**config.mk**
```make
export PLATFORM = sky130hd
export DESIGN_NAME = program_loader
export DESIGN_NICKNAME = d
export VERILOG_FILES = /design/src/rtl/program_loader_pkg.sv /design/src/rtl/xor_checksum.sv /design/src/rtl/program_loader.sv
export SDC_FILE = /design/constraint.sdc
export NUM_CORES = 1
export LEC_CHECK = 0
export BUFFER_PORTS_ARGS = -buffer_cell sky130_fd_sc_hd__buf_2
export CORE_ASPECT_RATIO = 1.1
export CORE_MARGIN = 1
export CORE_UTILIZATION = 55
export DETAILED_ROUTE_END_ITERATION = 10
export PLACE_DENSITY = 0.79
export SLEW_MARGIN = 25
export SYNTH_ARGS = -nofsm -noshare
export SYNTH_HDL_FRONTEND = slang
export SYNTH_SLANG_ARGS = --single-unit
```
**constraint.sdc**
```tcl
create_clock -name clk -period 2.55 [get_ports clk]
set_clock_uncertainty 0.2 [all_clocks]
set_input_delay 0.255 -clock clk [delete_from_list [all_inputs] [get_ports clk]]
set_output_delay 0.255 -clock clk [all_outputs]
set_load 0.02 [all_outputs]
```
**src/rtl/program_loader_pkg.sv**
```systemverilog
// Shared definitions for the program loader: FSM state encoding and the
// instruction-path word/address widths used by the CPU, fetch unit and imem.
package program_loader_pkg;

  localparam int unsigned LDR_DATA_W = 10;
  localparam int unsigned LDR_ADDR_W = 10;

  typedef enum logic [2:0] {
    LDR_IDLE  = 3'd0,
    LDR_LOAD  = 3'd1,
    LDR_CHECK = 3'd2,
    LDR_DONE  = 3'd3,
    LDR_ERROR = 3'd4
  } ldr_state_e;

endpackage

```
**src/rtl/xor_checksum.sv**
```systemverilog
// Running XOR accumulator over the program image; clear has priority over enable.
module xor_checksum
  import program_loader_pkg::*;
#(
  parameter int unsigned DATA_W = LDR_DATA_W
) (
  input  logic              clk,
  input  logic              reset,
  input  logic              clr_i,
  input  logic              en_i,
  input  logic [DATA_W-1:0] data_i,
  output logic [DATA_W-1:0] sum_o
);

  logic [DATA_W-1:0] sum_q, sum_d;

  always_comb begin
    sum_d = sum_q;
    if (clr_i) begin
      sum_d = '0;
    end else if (en_i) begin
      sum_d = sum_q ^ data_i;
    end
  end

  always_ff @(posedge clk or negedge reset) begin
    if (!reset) begin
      sum_q <= '0;
    end else begin
      sum_q <= sum_d;
    end
  end

  assign sum_o = sum_q;

endmodule

```
**src/rtl/program_loader.sv**
```systemverilog
// Streams a checksummed program image into instruction memory while holding
// the core in reset; releases the core only after a good checksum.
module program_loader
  import program_loader_pkg::*;
#(
  parameter int unsigned DATA_W = LDR_DATA_W,
  parameter int unsigned ADDR_W = LDR_ADDR_W,
  parameter int unsigned DEPTH  = 1024
) (
  input  logic              clk,
  input  logic              reset,
  input  logic              start,
  input  logic              s_valid,
  input  logic [DATA_W-1:0] s_data,
  input  logic              s_last,
  output logic              s_ready,
  output logic              imem_we,
  output logic [ADDR_W-1:0] imem_addr,
  output logic [DATA_W-1:0] imem_wdata,
  output logic              cpu_run,
  output logic              busy,
  output logic              done,
  output logic              error,
  output logic [ADDR_W:0]   word_count
);

  localparam int unsigned CNT_W = ADDR_W + 1;

  ldr_state_e        state_q, state_d;
  logic              s_ready_q, s_ready_d;
  logic              imem_we_q, imem_we_d;
  logic [ADDR_W-1:0] imem_addr_q, imem_addr_d;
  logic [DATA_W-1:0] imem_wdata_q, imem_wdata_d;
  logic              cpu_run_q, cpu_run_d;
  logic              busy_q, busy_d;
  logic              done_q, done_d;
  logic              error_q, error_d;
  logic [CNT_W-1:0]  word_count_q, word_count_d;
  logic [DATA_W-1:0] expected_q, expected_d;

  logic              csum_clr, csum_en;
  logic [DATA_W-1:0] csum;

  xor_checksum #(
    .DATA_W (DATA_W)
  ) u_xor_checksum (
    .clk    (clk),
    .reset  (reset),
    .clr_i  (csum_clr),
    .en_i   (csum_en),
    .data_i (s_data),
    .sum_o  (csum)
  );

  // Next state, datapath updates and registered output values.
  always_comb begin
    state_d      = state_q;
    imem_we_d    = 1'b0;
    imem_addr_d  = imem_addr_q;
    imem_wdata_d = imem_wdata_q;
    word_count_d = word_count_q;
    expected_d   = expected_q;
    csum_clr     = 1'b0;
    csum_en      = 1'b0;

    case (state_q)
      LDR_IDLE, LDR_DONE, LDR_ERROR: begin
        if (start) begin
          state_d      = LDR_LOAD;
          word_count_d = '0;
          imem_addr_d  = '0;
          csum_clr     = 1'b1;
        end
      end
      LDR_LOAD: begin
        if (s_valid && s_ready_q) begin
          if (s_last) begin
            expected_d = s_data;
            state_d    = LDR_CHECK;
          end else if (word_count_q == CNT_W'(DEPTH)) begin
            // Image larger than memory: drop the word rather than wrap.
            state_d = LDR_ERROR;
          end else begin
            imem_we_d    = 1'b1;
            imem_addr_d  = word_count_q[ADDR_W-1:0];
            imem_wdata_d = s_data;
            word_count_d = word_count_q + CNT_W'(1);
            csum_en      = 1'b1;
          end
        end
      end
      LDR_CHECK: begin
        state_d = (csum == expected_q) ? LDR_DONE : LDR_ERROR;
      end
      default: begin
        state_d = LDR_IDLE;
      end
    endcase

    s_ready_d = (state_d == LDR_LOAD);
    busy_d    = (state_d == LDR_LOAD) || (state_d == LDR_CHECK);
    done_d    = (state_d == LDR_DONE);
    error_d   = (state_d == LDR_ERROR);
    cpu_run_d = (state_d == LDR_DONE);
  end

  always_ff @(posedge clk or negedge reset) begin
    if (!reset) begin
      state_q      <= LDR_IDLE;
      s_ready_q    <= 1'b0;
      imem_we_q    <= 1'b0;
      imem_addr_q  <= '0;
      imem_wdata_q <= '0;
      cpu_run_q    <= 1'b0;
      busy_q       <= 1'b0;
      done_q       <= 1'b0;
      error_q      <= 1'b0;
      word_count_q <= '0;
      expected_q   <= '0;
    end else begin
      state_q      <= state_d;
      s_ready_q    <= s_ready_d;
      imem_we_q    <= imem_we_d;
      imem_addr_q  <= imem_addr_d;
      imem_wdata_q <= imem_wdata_d;
      cpu_run_q    <= cpu_run_d;
      busy_q       <= busy_d;
      done_q       <= done_d;
      error_q      <= error_d;
      word_count_q <= word_count_d;
      expected_q   <= expected_d;
    end
  end

  assign s_ready    = s_ready_q;
  assign imem_we    = imem_we_q;
  assign imem_addr  = imem_addr_q;
  assign imem_wdata = imem_wdata_q;
  assign cpu_run    = cpu_run_q;
  assign busy       = busy_q;
  assign done       = done_q;
  assign error      = error_q;
  assign word_count = word_count_q;

endmodule

```
== Word-level counts from Yosys, hierarchy flattened ==
Index checks and enable logic that the tools add are counted.
Widths: inputs -> output; s select.

* Add/sub/neg operators: 1
* Eq/ne operators: 14
* Multiplexer cells: 24
* Bitwise operators: 3
* Reductions and logical operators: 9

{| class="wikitable"
|+ Operator list
! cell !! number
|-
| $mux 10 || 6
|-
| $mux 11 || 4
|-
| $pmux 11 s2 || 1
|-
| $pmux 10 s2 || 1
|-
| $mux 3 || 5
|-
| $eq 3x2->1 const B || 4
|-
| $add 11x1->11 const B || 1
|-
| $eq 11x11->1 const B || 1
|-
| $eq 10x10->1 || 1
|-
| $xor 10x10->10 || 1
|-
| $pmux 3 s3 || 1
|-
| $ne 2x2->1 const B || 4
|-
| $eq 3x1->1 const B || 2
|-
| $eq 3x3->1 const B || 2
|-
| $mux 1 || 6
|-
| $reduce_and 5->1 || 1
|-
| $reduce_and 4->1 || 1
|-
| $reduce_bool 2->1 || 2
|-
| $logic_not 3->1 || 1
|-
| $reduce_and 3->1 || 1
|-
| $reduce_or 3->1 || 1
|-
| $not 1->1 || 2
|-
| $logic_and 1x1->1 || 1
|-
| $logic_or 1x1->1 || 1
|}

* Flip-flop bits (word level): 59
* Bits of input ports: 15
* Output and inout port bits: 37
* Word-level logic and storage cells: 62

== Longest topological paths before layout ==
Gate-level depths: netlist of the first run.

* Depth after elaboration: 7
* Gate-level depth with buffers: 7

== Cells and area by module ==
A second synthesis of the first run with hierarchy kept.

* Cell total of the unflattened synthesis: 259
* Area total of the unflattened synthesis: 2786.4 um^2

{| class="wikitable"
|+ Modules (own cells, without submodules)
! module !! instances !! cells an instance !! area each (um^2)
|-
| program_loader || 1 || 216 || 2257.2
|-
| xor_checksum || 1 || 43 || 529.3
|}

== Worst setup path before layout of the first run ==
OpenSTA, ideal clock, no wires.

* Kind: register -> register
* Start: register word_count_q[6], in the netlist word_count[6]
* End: register imem_wdata_q[3], in the netlist imem_wdata[3]
* Setup time: 0.125 ns
* Data arrival time: 1.688 ns
* Data required time: 2.225 ns
* Path slack: 0.537 ns
* Stages on the path, launching flop included: 8
* Buffers on the path: 3
* Clock period less this slack: 2.013 ns
* Cell sequence: dfrtp_1 -> buf_2 -> nor4_2 -> and4_1 -> buf_6 -> nor2_4 -> buf_8 -> mux2_4

* Cells in the longest elaborated chain, start to end: 3

{| class="wikitable"
|+ Ends and longest elaborated chain
! element !! line !! RTL
|-
| start, declared || program_loader.sv:38 || <nowiki>logic [CNT_W-1:0] word_count_q, word_count_d;</nowiki>
|-
| start signal, assigned || program_loader.sv:130 || <nowiki>word_count_q <= word_count_d;</nowiki>
|-
| $eq 11x11->1 || program_loader.sv:80 || <nowiki>end else if (word_count_q == CNT_W'(DEPTH)) begin</nowiki>
|-
| $not 1->1 (no source line) || -- ||
|-
| $reduce_and 4->1 (no source line) || -- ||
|-
| end signal, assigned || program_loader.sv:125 || <nowiki>imem_wdata_q <= imem_wdata_d;</nowiki>
|-
| end, declared || program_loader.sv:33 || <nowiki>logic [DATA_W-1:0] imem_wdata_q, imem_wdata_d;</nowiki>
|}

Every way passes these cells.
A chain may end at the register's enable or synchronous reset.

== Final worst setup path of the first run ==
* Start: register word_count_q[0], in the netlist word_count[0]
* End: register imem_wdata_q[1], in the netlist imem_wdata[1]

The elaborated chain is that of the path after synthesis.

==> impl_metrics.prom, run 1 <==
# TYPE chip_impl_metric gauge
chip_impl_metric{name="synth_simple_gate_area_share",unit="%"} 19.0
chip_impl_metric{name="cts_inserted_buffers",unit=""} 9
chip_impl_metric{name="synth-compound-area-share",unit="%"} 8.14
chip_impl_metric{name="postSynthAreaPerCell",unit="um2"} 11.3
chip_impl_metric{name="dpl.hpwl",unit="mm"} 3.94
chip_impl_metric{name="total_of_fill_cells_in_the_finished_design",unit=""} 347
chip_impl_metric{name="power.share.switching",unit="%"} 35.4
chip_impl_metric{name="global_route.usage.total",unit="%"} 24.1
chip_impl_metric{name="vdd.ir_drop.worst",unit="mV"} 0.690
chip_impl_metric{name="drt_pre_antenna_iters",unit=""} 4
chip_impl_metric{name="synth_adder_area_share",unit="%"} 0.900
chip_impl_metric{name="crit_path_max_fanout",unit=""} 22
chip_impl_metric{name="detail_route.wirelength",unit="mm"} 5.92
chip_impl_metric{name="ratio_of_routed_vias_to_standard_cells",unit=""} 5.69
chip_impl_metric{name="clock_tree.htree_level_count",unit=""} 3
chip_impl_info{name="rsz0062_at_grt",value="no"} 1
chip_impl_metric{name="ys_seq_area_share",unit="%"} 53.1
chip_impl_metric{name="wl_per_cell",unit="um"} 15.9
chip_impl_metric{name="cellPowerDensity",unit="mW/mm2"} 1020
chip_impl_metric{name="remaining_drc_errors",unit=""} 0
chip_impl_metric{name="synth-warning-count",unit=""} 0
chip_impl_metric{name="comb_power_share",unit="%"} 34.5
chip_impl_metric{name="gp_congestion",unit=""} 0.857
chip_impl_metric{name="worst_ep_arrival_time",unit="ps"} 2360
chip_impl_metric{name="maxCapViolCount",unit=""} 0
chip_impl_metric{name="row_count",unit=""} 26
chip_impl_metric{name="clkPwrFrac",unit="%"} 22.4
chip_impl_info{name="cts.root.buffer_cell",value="sky130_fd_sc_hd__clkbuf_8"} 1
chip_impl_metric{name="sequential_cell_area",unit="mm2"} 0.00148
chip_impl_metric{name="power.share.sequential",unit="%"} 43.1
chip_impl_metric{name="number_of_nets_still_failing_antenna_checks_after_routing",unit=""} 0
chip_impl_info{name="endpoint_kind",value="flop"} 1
chip_impl_metric{name="setup_total_negative_slack",unit="ps"} 0
chip_impl_metric{name="post-route-period-util",unit="%"} 92.1
chip_impl_metric{name="synth_enable_flop_cells",unit=""} 0
chip_impl_metric{name="synth-xor-area-share",unit="%"} 3.15
chip_impl_metric{name="num_antenna_cells",unit=""} 0
chip_impl_metric{name="grt-ovfl-total",unit=""} 0
chip_impl_metric{name="grt_pass1_wl",unit="mm"} 9.94
chip_impl_metric{name="postSynthCellCount",unit=""} 246
chip_impl_metric{name="fp.dieH",unit="um"} 76.6
chip_impl_metric{name="core_area",unit="mm2"} 0.00475
chip_impl_metric{name="synth_area",unit="mm2"} 0.00278
chip_impl_metric{name="cts.reportedPaths.clkPinSlew",unit="ps"} 70
chip_impl_metric{name="final.min_clock_period",unit="ps"} 2350
chip_impl_metric{name="layout-drive-gt1-share",unit="%"} 30.6
chip_impl_metric{name="drt-initial-drc-count",unit=""} 219
chip_impl_metric{name="starting_density_of_the_core",unit="%"} 58.6
chip_impl_metric{name="tritoncts_sinks",unit=""} 59
chip_impl_metric{name="port-buffer-count",unit=""} 51
chip_impl_info{name="critical_path_class",value="flop to flop"} 1
chip_impl_metric{name="final_hold_viol_count",unit=""} 0
chip_impl_metric{name="io_pins",unit=""} 52
chip_impl_metric{name="slew_at_the_pin_closest_to_its_max_slew_limit",unit="ps"} 717
chip_impl_metric{name="report.final.slew_viol_count",unit=""} 0
chip_impl_info{name="netlist_top_cells_area",value="sky130_fd_sc_hd__dfrtp_1, sky130_fd_sc_hd__nand2_1, sky130_fd_sc_hd__mux2_2"} 1
chip_impl_metric{name="fmaxAchievable",unit="GHz"} 0.426
chip_impl_metric{name="grt_start_max_net_pins",unit=""} 60
chip_impl_info{name="yosysTopAreaCell",value="sky130_fd_sc_hd__dfrtp_1"} 1
chip_impl_metric{name="clock_latency",unit="ps"} 340
chip_impl_metric{name="fp.dieArea",unit="mm2"} 0.00535
chip_impl_metric{name="power.switching",unit="W"} 0.00121
chip_impl_metric{name="ys_types",unit=""} 41
chip_impl_metric{name="ys_ff_latch",unit=""} 59
chip_impl_metric{name="max-slew-margin-rel",unit="%"} 52.2
chip_impl_metric{name="vias_in_the_first_global_route",unit=""} 2034
chip_impl_info{name="setup.worst_path.start_class",value="flop"} 1
chip_impl_metric{name="synth.net_count",unit=""} 263
chip_impl_info{name="tritoncts",value="built"} 1
chip_impl_metric{name="cts.repair_timing.setup_buffer_count",unit=""} 0
chip_impl_metric{name="via_count",unit=""} 2124
chip_impl_metric{name="antenna_violations_before_repair",unit=""} 0
chip_impl_metric{name="multi_input_area",unit="mm2"} 0.00122
chip_impl_metric{name="area_growth",unit="%"} 21.0
chip_impl_info{name="yosys_most_used_dff",value="sky130_fd_sc_hd__dfrtp_1"} 1
chip_impl_info{name="main_combinational_cell_family_by_area_after_synthesis",value="simple AND/OR/NAND/NOR gates"} 1
chip_impl_metric{name="post_cts_resize_count",unit=""} 0
chip_impl_metric{name="synth_top_area_share",unit="%"} 53.1
chip_impl_metric{name="leakagePower",unit="nW"} 1.63
chip_impl_info{name="outcome",value="finished, final reports clean"} 1
chip_impl_metric{name="async_set_or_reset_register_ratio_after_synthesis",unit="%"} 100
chip_impl_metric{name="p_int",unit="W"} 0.00221
chip_impl_info{name="holdCritPathClass",value="input port to flop"} 1
chip_impl_metric{name="power.total",unit="W"} 0.00342
chip_impl_metric{name="cp.required",unit="ps"} 2560
chip_impl_metric{name="final-setup-viol-count",unit=""} 0
chip_impl_metric{name="layout.nets",unit=""} 330
chip_impl_metric{name="die-width",unit="um"} 69.8
chip_impl_metric{name="clock_path_buffers",unit=""} 2
chip_impl_metric{name="synth_mux_area_share",unit="%"} 12.6
## sequential cells by signal, summed over array words and instances, names as in the netlist
register              flops
error                     1
expected_q               10
word_count               11
u_xor_checksum.sum_o     10
imem_we                   1
done                      1
imem_wdata               10
imem_addr                10
busy                      1
s_ready                   1
state_q                   3
## layout make-up
type,count,area share (%)
Sequential cell,59,43.9
Multi-Input combinational cell,172,36.2
Timing Repair Buffer,68,12.2
Clock buffer,13,5.02
Tap cell,56,2.08
Inverter,3,0.335
Clock inverter,2,0.297
## placed cells by master (no fill, tap or decap), types with 9 or more instances in the layout
master / instances
sky130_fd_sc_hd__clkbuf_8: 12
sky130_fd_sc_hd__mux2_2: 12
sky130_fd_sc_hd__o21ai_0: 20
sky130_fd_sc_hd__nand4_1: 9
sky130_fd_sc_hd__and3_1: 11
sky130_fd_sc_hd__nand2_1: 36
sky130_fd_sc_hd__mux2i_1: 11
sky130_fd_sc_hd__nand3_1: 11
sky130_fd_sc_hd__dfrtp_1: 59
sky130_fd_sc_hd__buf_2: 51
sky130_fd_sc_hd__dlygate4sd3_1: 11
## kinds of logic (layout without fill, tap and decap cells)
logic type,after synthesis,after routing
muxes,30,30
adders and majority gates,2,2
buffers and inverters,15,86
DFF,59,59
and+or+nand+nor,93,93
xor gates and xnor gates,10,10
AOI/OAI and AO/OA,37,37
## Yosys cell counts (all sizes together), types with 4 or more instances
cell	n
o21ai	21
and3	11
xnor2	8
dfrtp	59
or3	4
a21oi	4
mux2i	11
nand4	9
mux2	19
nand3	11
o211ai	4
buf	9
nand2	36
## timing repair
action | in CTS | in global routing
endpoints found under the hold margin | 77 | 0
hold buffers | 11 | 0
setup endpoints to repair | 0 | 0
## through the flow
step | setup slack (ps) | hold WS, ps | utilization (%) | instances | instance area (um2)
floorplan | 537 | -241 | - | 246 | 2780
global placement | 360 | 242 | 64.8 | 347 | 3080
detailed placement | 215 | 246 | 64.8 | 347 | 3080
CTS | 190 | 24.9 | 70.9 | 373 | 3370
global route | 83.9 | 38.3 | 70.9 | 373 | 3370
finish | 202 | 30.6 | 70.9 | 373 | 3370
## per-layer routing
layer  routed length (um)  GRT usage, %  vias to the layer above
li1                     -             -                     1015
met1                 2800          33.3                     1050
met2                 2830          36.8                       50
met3                  213          4.50                        9
met4                   87          11.4                        0
met5                    0             0                        -
## final timing paths
kind                                          from                 endpoint  slack, ps  depth (start not counted)
max                                  word_count[0]            imem_wdata[1]        200                          5
min                                        s_valid                  s_ready         30                          3
max reg2reg                          word_count[0]            imem_wdata[1]        200                          5
min reg2reg                u_xor_checksum.sum_o[5]  u_xor_checksum.sum_o[5]        300                          1
max in group asynchronous                    reset            expected_q[7]       1290                          3
min in group asynchronous                    reset             imem_addr[5]        390                          3
## power by group through the flow
stage               logic (W)  registers [W]  clock network [W]
floorplan            0.000693        0.00160                  0
global placement      0.00113        0.00146                  0
detailed placement    0.00116        0.00149                  0
CTS                   0.00119        0.00147           0.000780
global route          0.00129        0.00151           0.000814
finish                0.00118        0.00147           0.000766
## critical path, cell delays in order (launching register included)
cell,delay [ps]
sky130_fd_sc_hd__dfrtp_1,460
sky130_fd_sc_hd__inv_1,100
sky130_fd_sc_hd__ha_1,240
sky130_fd_sc_hd__and4_1,270
sky130_fd_sc_hd__nor2_4,550
sky130_fd_sc_hd__mux2_2,410
Power figures use the tool's default switching activity.
==> run 2, diff against run 1 <==
Settings changed: CORE_UTILIZATION 55 to 45, PLACE_DENSITY 0.79 to 0.67, SETUP_SLACK_MARGIN from default to 0.4.
==> run 2 against run 1 <==
  * Cell area up 2.5%
  * Highest routed layer unchanged
  * Critical path type unchanged
  * Register-to-register slack gained 310 ps
  * Maximum frequency grew 15%
  * Cell count up 7.0%
  * Via count hardly changed
  * Sequential share of layout area decreased by 1.1 points
  * Non-clock buffer count rose by 2
  * First-iteration DRC count is 32% lower
  * Sequential power hardly changed
  * Routed wire length is 5.0% higher
==> impl_metrics.prom, run 2 (same netlist as run 1, synthesis figures left out) <==
# TYPE chip_impl_metric gauge
chip_impl_metric{name="wl_per_cell",unit="um"} 15.6
chip_impl_info{name="most-common-layout-cells",value="sky130_fd_sc_hd__dfrtp_1, sky130_fd_sc_hd__buf_2, sky130_fd_sc_hd__nand2_1"} 1
chip_impl_metric{name="fmaxAchievable",unit="GHz"} 0.490
chip_impl_info{name="min-delay-start",value="s_valid"} 1
chip_impl_info{name="rsz0062_at_grt",value="no"} 1
chip_impl_metric{name="crit_path_max_fanout",unit=""} 12
chip_impl_metric{name="timing.reg2reg.worst_path_depth",unit=""} 4
chip_impl_metric{name="vdd.ir_drop.worst",unit="mV"} 0.485
chip_impl_metric{name="crit_buf_inv",unit=""} 0
chip_impl_metric{name="via_count",unit=""} 2123
chip_impl_info{name="endpoint_kind",value="flop"} 1
chip_impl_metric{name="setup_total_negative_slack",unit="ps"} 0
chip_impl_info{name="holdCritPathClass",value="input port to flop"} 1
chip_impl_metric{name="clock_path_buffers",unit=""} 2
chip_impl_metric{name="fp.dieArea",unit="mm2"} 0.00650
chip_impl_metric{name="leakagePower",unit="nW"} 1.66
chip_impl_metric{name="detail_route.wirelength",unit="mm"} 6.22
chip_impl_metric{name="number_of_flip_flops_in_the_largest_register",unit=""} 11
chip_impl_metric{name="layout.nets",unit=""} 334
chip_impl_metric{name="final-setup-viol-count",unit=""} 0
chip_impl_metric{name="fp.dieH",unit="um"} 84.5
chip_impl_metric{name="global_route.usage.met2",unit="%"} 33.0
chip_impl_info{name="hold_end",value="s_ready"} 1
chip_impl_info{name="setup.worst_path.start_class",value="flop"} 1
chip_impl_metric{name="layout-drive-gt1-share",unit="%"} 32.0
chip_impl_metric{name="num_antenna_cells",unit=""} 0
chip_impl_metric{name="remaining_drc_errors",unit=""} 0
chip_impl_metric{name="dpl.hpwl",unit="mm"} 3.86
chip_impl_metric{name="final_hold_viol_count",unit=""} 0
chip_impl_metric{name="slew_at_the_pin_closest_to_its_max_slew_limit",unit="ps"} 742
chip_impl_metric{name="clock_tree.htree_level_count",unit=""} 3
chip_impl_metric{name="power.total",unit="W"} 0.00356
chip_impl_metric{name="starting_density_of_the_core",unit="%"} 47.3
chip_impl_metric{name="max-slew-margin-rel",unit="%"} 50.5
chip_impl_metric{name="vias_in_the_first_global_route",unit=""} 2065
chip_impl_metric{name="grt_use_met3",unit="%"} 4.24
chip_impl_metric{name="gp_congestion",unit=""} 0.815
chip_impl_metric{name="number_of_nets_still_failing_antenna_checks_after_routing",unit=""} 0
chip_impl_metric{name="cts.repair_timing.setup_buffer_count",unit=""} 0
chip_impl_info{name="tritoncts",value="built"} 1
chip_impl_metric{name="setup.reg_to_reg.worst_slack",unit="ps"} 510
chip_impl_metric{name="worst_hold_path.num_cells",unit=""} 3
chip_impl_metric{name="die-width",unit="um"} 77.0
chip_impl_metric{name="cts_inserted_buffers",unit=""} 9
chip_impl_metric{name="global_route.usage.total",unit="%"} 21.2
chip_impl_metric{name="core_area",unit="mm2"} 0.00588
chip_impl_info{name="critical_path.slowest_cell",value="sky130_fd_sc_hd__dfrtp_1"} 1
chip_impl_info{name="grt_busiest_layer",value="met2"} 1
chip_impl_info{name="cts.root.buffer_cell",value="sky130_fd_sc_hd__clkbuf_8"} 1
chip_impl_metric{name="critical-path-max-stage-delay",unit="ps"} 450
chip_impl_metric{name="worst_ep_arrival_time",unit="ps"} 2070
chip_impl_metric{name="tritoncts_sinks",unit=""} 59
chip_impl_metric{name="row_count",unit=""} 29
chip_impl_metric{name="cp.required",unit="ps"} 2580
chip_impl_metric{name="post-route-period-util",unit="%"} 80.0
chip_impl_metric{name="port-buffer-count",unit=""} 51
chip_impl_metric{name="ratio_of_routed_vias_to_standard_cells",unit=""} 5.32
chip_impl_info{name="outcome",value="finished, final reports clean"} 1
chip_impl_info{name="r2r_endpoint",value="imem_wdata[3]"} 1
chip_impl_metric{name="area_growth",unit="%"} 24.1
chip_impl_metric{name="antenna_violations_before_repair",unit=""} 0
chip_impl_metric{name="io_pins",unit=""} 52
chip_impl_info{name="layout_commonest_cell",value="sky130_fd_sc_hd__dfrtp_1"} 1
chip_impl_metric{name="met1_usage",unit="%"} 28.1
chip_impl_metric{name="cellPowerDensity",unit="mW/mm2"} 1030
chip_impl_metric{name="maxCapViolCount",unit=""} 0
chip_impl_metric{name="final.min_clock_period",unit="ps"} 2040
chip_impl_metric{name="report.final.slew_viol_count",unit=""} 0
chip_impl_metric{name="clock_latency",unit="ps"} 340
chip_impl_metric{name="grt_pass1_wl",unit="mm"} 10.4
chip_impl_metric{name="cts.reportedPaths.clkPinSlew",unit="ps"} 70
chip_impl_info{name="critical_path_class",value="flop to flop"} 1
chip_impl_metric{name="grt-ovfl-total",unit=""} 0
chip_impl_info{name="critical_path.top_delay_family",value="simple AND/OR/NAND/NOR gates"} 1
chip_impl_info{name="reg2reg_from",value="word_count[8]"} 1
chip_impl_metric{name="drt_pre_antenna_iters",unit=""} 4
chip_impl_info{name="crit_path_cell_trace",value="nor4_2 > and4_4 > nor2_2 > mux2_4"} 1
chip_impl_metric{name="grt_start_max_net_pins",unit=""} 60
chip_impl_metric{name="drt-initial-drc-count",unit=""} 150
run 2: worst max path at each step:
stage,start,to,slack (ps),depth (start not counted)
5_1_grt,state_q[2],imem_wdata[3],410,4
2_1_floorplan,word_count[6],imem_wdata[3],540,7
3_5_place_dp,word_count[0],imem_wdata[1],250,5
6_report,word_count[8],imem_wdata[3],510,4
4_1_cts,word_count[0],imem_wdata[1],390,5
3_3_place_gp,word_count[0],imem_wdata[1],310,5
run 2: through the flow:
step                std cells  hold WS (ps)  worst slack, ps  area, um2  util, %
global placement          370           248              312       3120     53.0
floorplan                 246          -241              537       2780        -
global route              399          41.6              413       3450     58.7
detailed placement        370           248              252       3120     53.0
CTS                       397         -28.9              394       3430     58.4
finish                    399          29.8              510       3450     58.7
run 2: metal layers:
layer | wire (um) | vias to the layer above
met5 | 0 | -
met2 | 2980 | 43
met3 | 221 | 10
met1 | 2860 | 1040
li1 | - | 1030
met4 | 149 | 0
run 2: cell type report:
type,count,area [um2]
Fill cell,506,2430
Inverter,3,11.3
Tap cell,77,96.3
Clock buffer,10,128
Multi-Input combinational cell,174,1230
Sequential cell,59,1480
Timing Repair Buffer,70,425
Clock inverter,6,80.1
run 2: worst min-delay path, stage by stage:
cell and delay, ps:
sky130_fd_sc_hd__buf_2 90, sky130_fd_sc_hd__o211a_1 130, sky130_fd_sc_hd__o31ai_1 60
run 2: what timing repair did:
action | 4_1_cts | 5_1_grt
hold buffers | 10 | 1
pin swaps | 1 | 1
endpoints found under the hold margin | 78 | 2
endpoints found under the setup margin | 12 | 9
gates resized for setup | 1 | 1
cloned | 1 | 1
run 2: report_power, final:
part           switching [W]  leakage, nW  internal, W
clock               0.000371        0.110     0.000543
combinational       0.000636        0.781     0.000554
sequential          0.000215        0.769      0.00124
==> run 3, diff against run 2 <==
Settings changed: ABC_AREA from default to 1, PLACE_DENSITY 0.67 to 0.69.
Clock period 2.55 ns to 1.76 ns, I/O delays scaled along.
==> run 3 against run 2 <==
  * The run now ends with setup timing left
  * Count of clock-buffer cells in the layout rose by 4
  * Synthesized area rose by 2.0%
  * Combinational power rose to 2.9 times the previous value
  * Core utilization rose by 14 points
  * Register-to-register slack got worse by 560 ps
  * Clock power rose by 35%
  * Sequential share of layout area fell by 8.3 points
  * Total power rose by 91%
  * Sequential cell count did not move
  * Maximum frequency rose by 13%
  * First-iteration DRC count rose by 31%
  * Critical path type unchanged
  * Largest cell class unchanged
  * Largest power group is now combinational logic
==> impl_metrics.prom, run 3 <==
# TYPE chip_impl_metric gauge
chip_impl_metric{name="final.min_clock_period",unit="ps"} 1810
chip_impl_metric{name="cts_inserted_buffers",unit=""} 9
chip_impl_metric{name="global_route.usage.total",unit="%"} 25.5
chip_impl_metric{name="port-buffer-count",unit=""} 51
chip_impl_info{name="outcome",value="finished with violations"} 1
chip_impl_metric{name="remaining_drc_errors",unit=""} 0
chip_impl_metric{name="grt_start_max_net_pins",unit=""} 60
chip_impl_info{name="netlist_top_cells_area",value="sky130_fd_sc_hd__dfrtp_1, sky130_fd_sc_hd__nand2_1, sky130_fd_sc_hd__o21ai_0"} 1
chip_impl_metric{name="ys_types",unit=""} 24
chip_impl_metric{name="setup_slack",unit="ps"} -48.8
chip_impl_metric{name="slew_at_the_pin_closest_to_its_max_slew_limit",unit="ps"} 406
chip_impl_info{name="yosys_most_used_dff",value="sky130_fd_sc_hd__dfrtp_1"} 1
chip_impl_metric{name="drt_pre_antenna_iters",unit=""} 4
chip_impl_metric{name="antenna_violations_before_repair",unit=""} 0
chip_impl_metric{name="final-setup-viol-count",unit=""} 3
chip_impl_info{name="most-common-layout-cells",value="sky130_fd_sc_hd__nand2_1, sky130_fd_sc_hd__dfrtp_1, sky130_fd_sc_hd__buf_2"} 1
chip_impl_metric{name="tritoncts_sinks",unit=""} 59
chip_impl_metric{name="gp_congestion",unit=""} 0.772
chip_impl_metric{name="postSynthCellCount",unit=""} 350
chip_impl_metric{name="synth_enable_flop_cells",unit=""} 0
chip_impl_metric{name="worst_ep_arrival_time",unit="ps"} 1830
chip_impl_metric{name="via_count",unit=""} 2787
chip_impl_metric{name="area_growth",unit="%"} 51.6
chip_impl_metric{name="number_of_nets_still_failing_antenna_checks_after_routing",unit=""} 0
chip_impl_metric{name="ys_seq_area_share",unit="%"} 52.0
chip_impl_info{name="tritoncts",value="built"} 1
chip_impl_metric{name="synth.net_count",unit=""} 367
chip_impl_metric{name="row_count",unit=""} 29
chip_impl_metric{name="drt-initial-drc-count",unit=""} 197
chip_impl_metric{name="fp.dieArea",unit="mm2"} 0.00663
chip_impl_info{name="synth_commonest_cells",value="sky130_fd_sc_hd__nand2_1, sky130_fd_sc_hd__dfrtp_1, sky130_fd_sc_hd__inv_1"} 1
chip_impl_metric{name="number_of_flip_flops_in_the_largest_register",unit=""} 11
chip_impl_metric{name="synth_top_area_share",unit="%"} 52.0
chip_impl_info{name="cts.root.buffer_cell",value="sky130_fd_sc_hd__clkbuf_8"} 1
chip_impl_metric{name="dpl.hpwl",unit="mm"} 4.52
chip_impl_metric{name="setup_total_negative_slack",unit="ps"} -67.0
chip_impl_metric{name="clock_path_buffers",unit=""} 2
chip_impl_metric{name="die-width",unit="um"} 77.7
chip_impl_metric{name="ratio_of_routed_vias_to_standard_cells",unit=""} 5.13
chip_impl_metric{name="crit_path_max_fanout",unit=""} 7
chip_impl_metric{name="maxCapViolCount",unit=""} 0
chip_impl_metric{name="ys_ff_latch",unit=""} 59
chip_impl_metric{name="total_of_fill_cells_in_the_finished_design",unit=""} 410
chip_impl_info{name="rsz0062_at_grt",value="yes"} 1
chip_impl_metric{name="wl_per_cell",unit="um"} 14.5
chip_impl_metric{name="detail_route.wirelength",unit="mm"} 7.86
chip_impl_metric{name="cp.required",unit="ps"} 1780
chip_impl_metric{name="postSynthAreaPerCell",unit="um2"} 8.11
chip_impl_metric{name="core_area",unit="mm2"} 0.00591
chip_impl_metric{name="synth_area",unit="mm2"} 0.00284
chip_impl_metric{name="post-route-period-util",unit="%"} 103
chip_impl_metric{name="clock_tree.htree_level_count",unit=""} 3
chip_impl_metric{name="clock_latency",unit="ps"} 340
chip_impl_metric{name="cts.reportedPaths.clkPinSlew",unit="ps"} 70
chip_impl_metric{name="final_hold_viol_count",unit=""} 0
chip_impl_metric{name="cellPowerDensity",unit="mW/mm2"} 1580
chip_impl_info{name="synthMostInstantiatedCell",value="sky130_fd_sc_hd__nand2_1"} 1
chip_impl_metric{name="grt-ovfl-total",unit=""} 0
chip_impl_info{name="endpoint_kind",value="flop"} 1
chip_impl_info{name="yosysTopAreaCell",value="sky130_fd_sc_hd__dfrtp_1"} 1
chip_impl_metric{name="synth-warning-count",unit=""} 0
chip_impl_metric{name="num_antenna_cells",unit=""} 0
chip_impl_info{name="critical_path_class",value="flop to flop"} 1
chip_impl_metric{name="layout.core_utilization",unit="%"} 72.7
chip_impl_metric{name="fp.dieH",unit="um"} 85.3
chip_impl_metric{name="layout-drive-gt1-share",unit="%"} 35.8
chip_impl_metric{name="vias_in_the_first_global_route",unit=""} 2820
chip_impl_metric{name="starting_density_of_the_core",unit="%"} 48.0
chip_impl_metric{name="io_pins",unit=""} 52
chip_impl_info{name="failed_checks",value="setup timing"} 1
chip_impl_info{name="setup.worst_path.start_class",value="flop"} 1
chip_impl_metric{name="leakagePower",unit="nW"} 2.15
chip_impl_metric{name="max-slew-margin-rel",unit="%"} 72.7
chip_impl_info{name="holdCritPathClass",value="input port to flop"} 1
chip_impl_metric{name="async_set_or_reset_register_ratio_after_synthesis",unit="%"} 100
chip_impl_metric{name="vdd.ir_drop.worst",unit="mV"} 0.816
chip_impl_info{name="layout_commonest_cell",value="sky130_fd_sc_hd__nand2_1"} 1
chip_impl_metric{name="report.final.slew_viol_count",unit=""} 0
chip_impl_metric{name="layout.nets",unit=""} 478
chip_impl_metric{name="grt_pass1_wl",unit="mm"} 12.8
chip_impl_metric{name="fmaxAchievable",unit="GHz"} 0.553
==> run 3: changes by cell type after synthesis, moves of 14 or more <==
| cell | before | now |
|---|---|---|
| sky130_fd_sc_hd__nand2_1 | 36 | 85 |
| sky130_fd_sc_hd__o21ai_1 | 0 | 14 |
| sky130_fd_sc_hd__nor2_1 | 1 | 38 |
| sky130_fd_sc_hd__inv_1 | 3 | 39 |
| sky130_fd_sc_hd__nand3_1 | 11 | 28 |
==> run 3: layout make-up <==
cell class                      instances  area, um2  share of cell area (%)
Timing Repair Buffer                  112       1020                    23.8
Sequential cell                        59       1480                    34.5
Tap cell                               77       96.3                    2.24
Inverter                               39        154                    3.58
Multi-Input combinational cell        240       1360                    31.6
Clock inverter                          2       35.0                   0.814
Clock buffer                           14        153                    3.55
==> run 3: worst paths after layout <==
check                         startpoint  slack [ps]                 endpoint  cells after the start
setup reg to reg                 s_ready         -50  u_xor_checksum.sum_o[5]                      9
max in group asynchronous          reset         920                  s_ready                      3
hold reg to reg            imem_wdata[6]         280            imem_wdata[6]                      2
hold / removal                     start          60               state_q[1]                      4
setup / recovery                 s_ready         -50  u_xor_checksum.sum_o[5]                      9
min in group asynchronous          reset         150            imem_wdata[6]                      3
==> run 3: kinds of logic (layout without fill, tap and decap cells) <==
group           after synthesis  after routing  synth area share (%)
compound gates               50             50                  8.91
simple gates                179            181                  27.3
flops                        59             59                  52.0
buf+inv                      53            167                  8.69
fa+ha+maj                     2              2                 0.882
xor+xnor                      7              7                  2.16
==> run 3: routing by layer <==
metal	routed length (um)	GRT usage, %	up-vias
met2	3900	43.0	73
met1	3490	31.3	1342
met4	169	13.9	0
met3	292	3.87	17
li1	-	-	1355
met5	0	0	-
==> run 3: stage by stage <==
step                      setup slack [ps]  area, um2  hold slack (ps)  std cells  total power [W]
final                                -48.8       4300             62.8        543          0.00680
after global routing                  -106       4300             72.6        543          0.00723
after CTS                             4.79       4120             30.5        539          0.00651
after detailed placement             -6.04       3320             6.96        490          0.00456
after global placement                45.4       3320             8.46        490          0.00450
after floorplan                       30.7       2850             -320        350          0.00371
==> run 3: critical path, cell delays in order, from the launching register on <==
cell                      delay (ps)
sky130_fd_sc_hd__dfrtp_2         350
sky130_fd_sc_hd__nand2_1          70
sky130_fd_sc_hd__inv_1           100
sky130_fd_sc_hd__nand2_1         110
sky130_fd_sc_hd__nor2_4          180
sky130_fd_sc_hd__nand2_4         110
sky130_fd_sc_hd__buf_8           150
sky130_fd_sc_hd__buf_4           130
sky130_fd_sc_hd__nor3b_1         190
sky130_fd_sc_hd__nor2_1           90
==> run 3: power breakdown <==
group | leakage (nW) | internal [W] | switching [W]
sequential | 0.767 | 0.00184 | 0.000340
combinational | 1.29 | 0.00149 | 0.00191
clock | 0.0947 | 0.000693 | 0.000534
==> run 3: what timing repair did <==
item                                    in CTS  in global routing
pin swaps                                   10                 11
cloned                                       8                  0
buffers inserted                            13                  4
hold buffers                                12                  0
endpoints found under the setup margin      69                 69
gates resized for setup                     68                 51
hold endpoints to repair                    83                  0
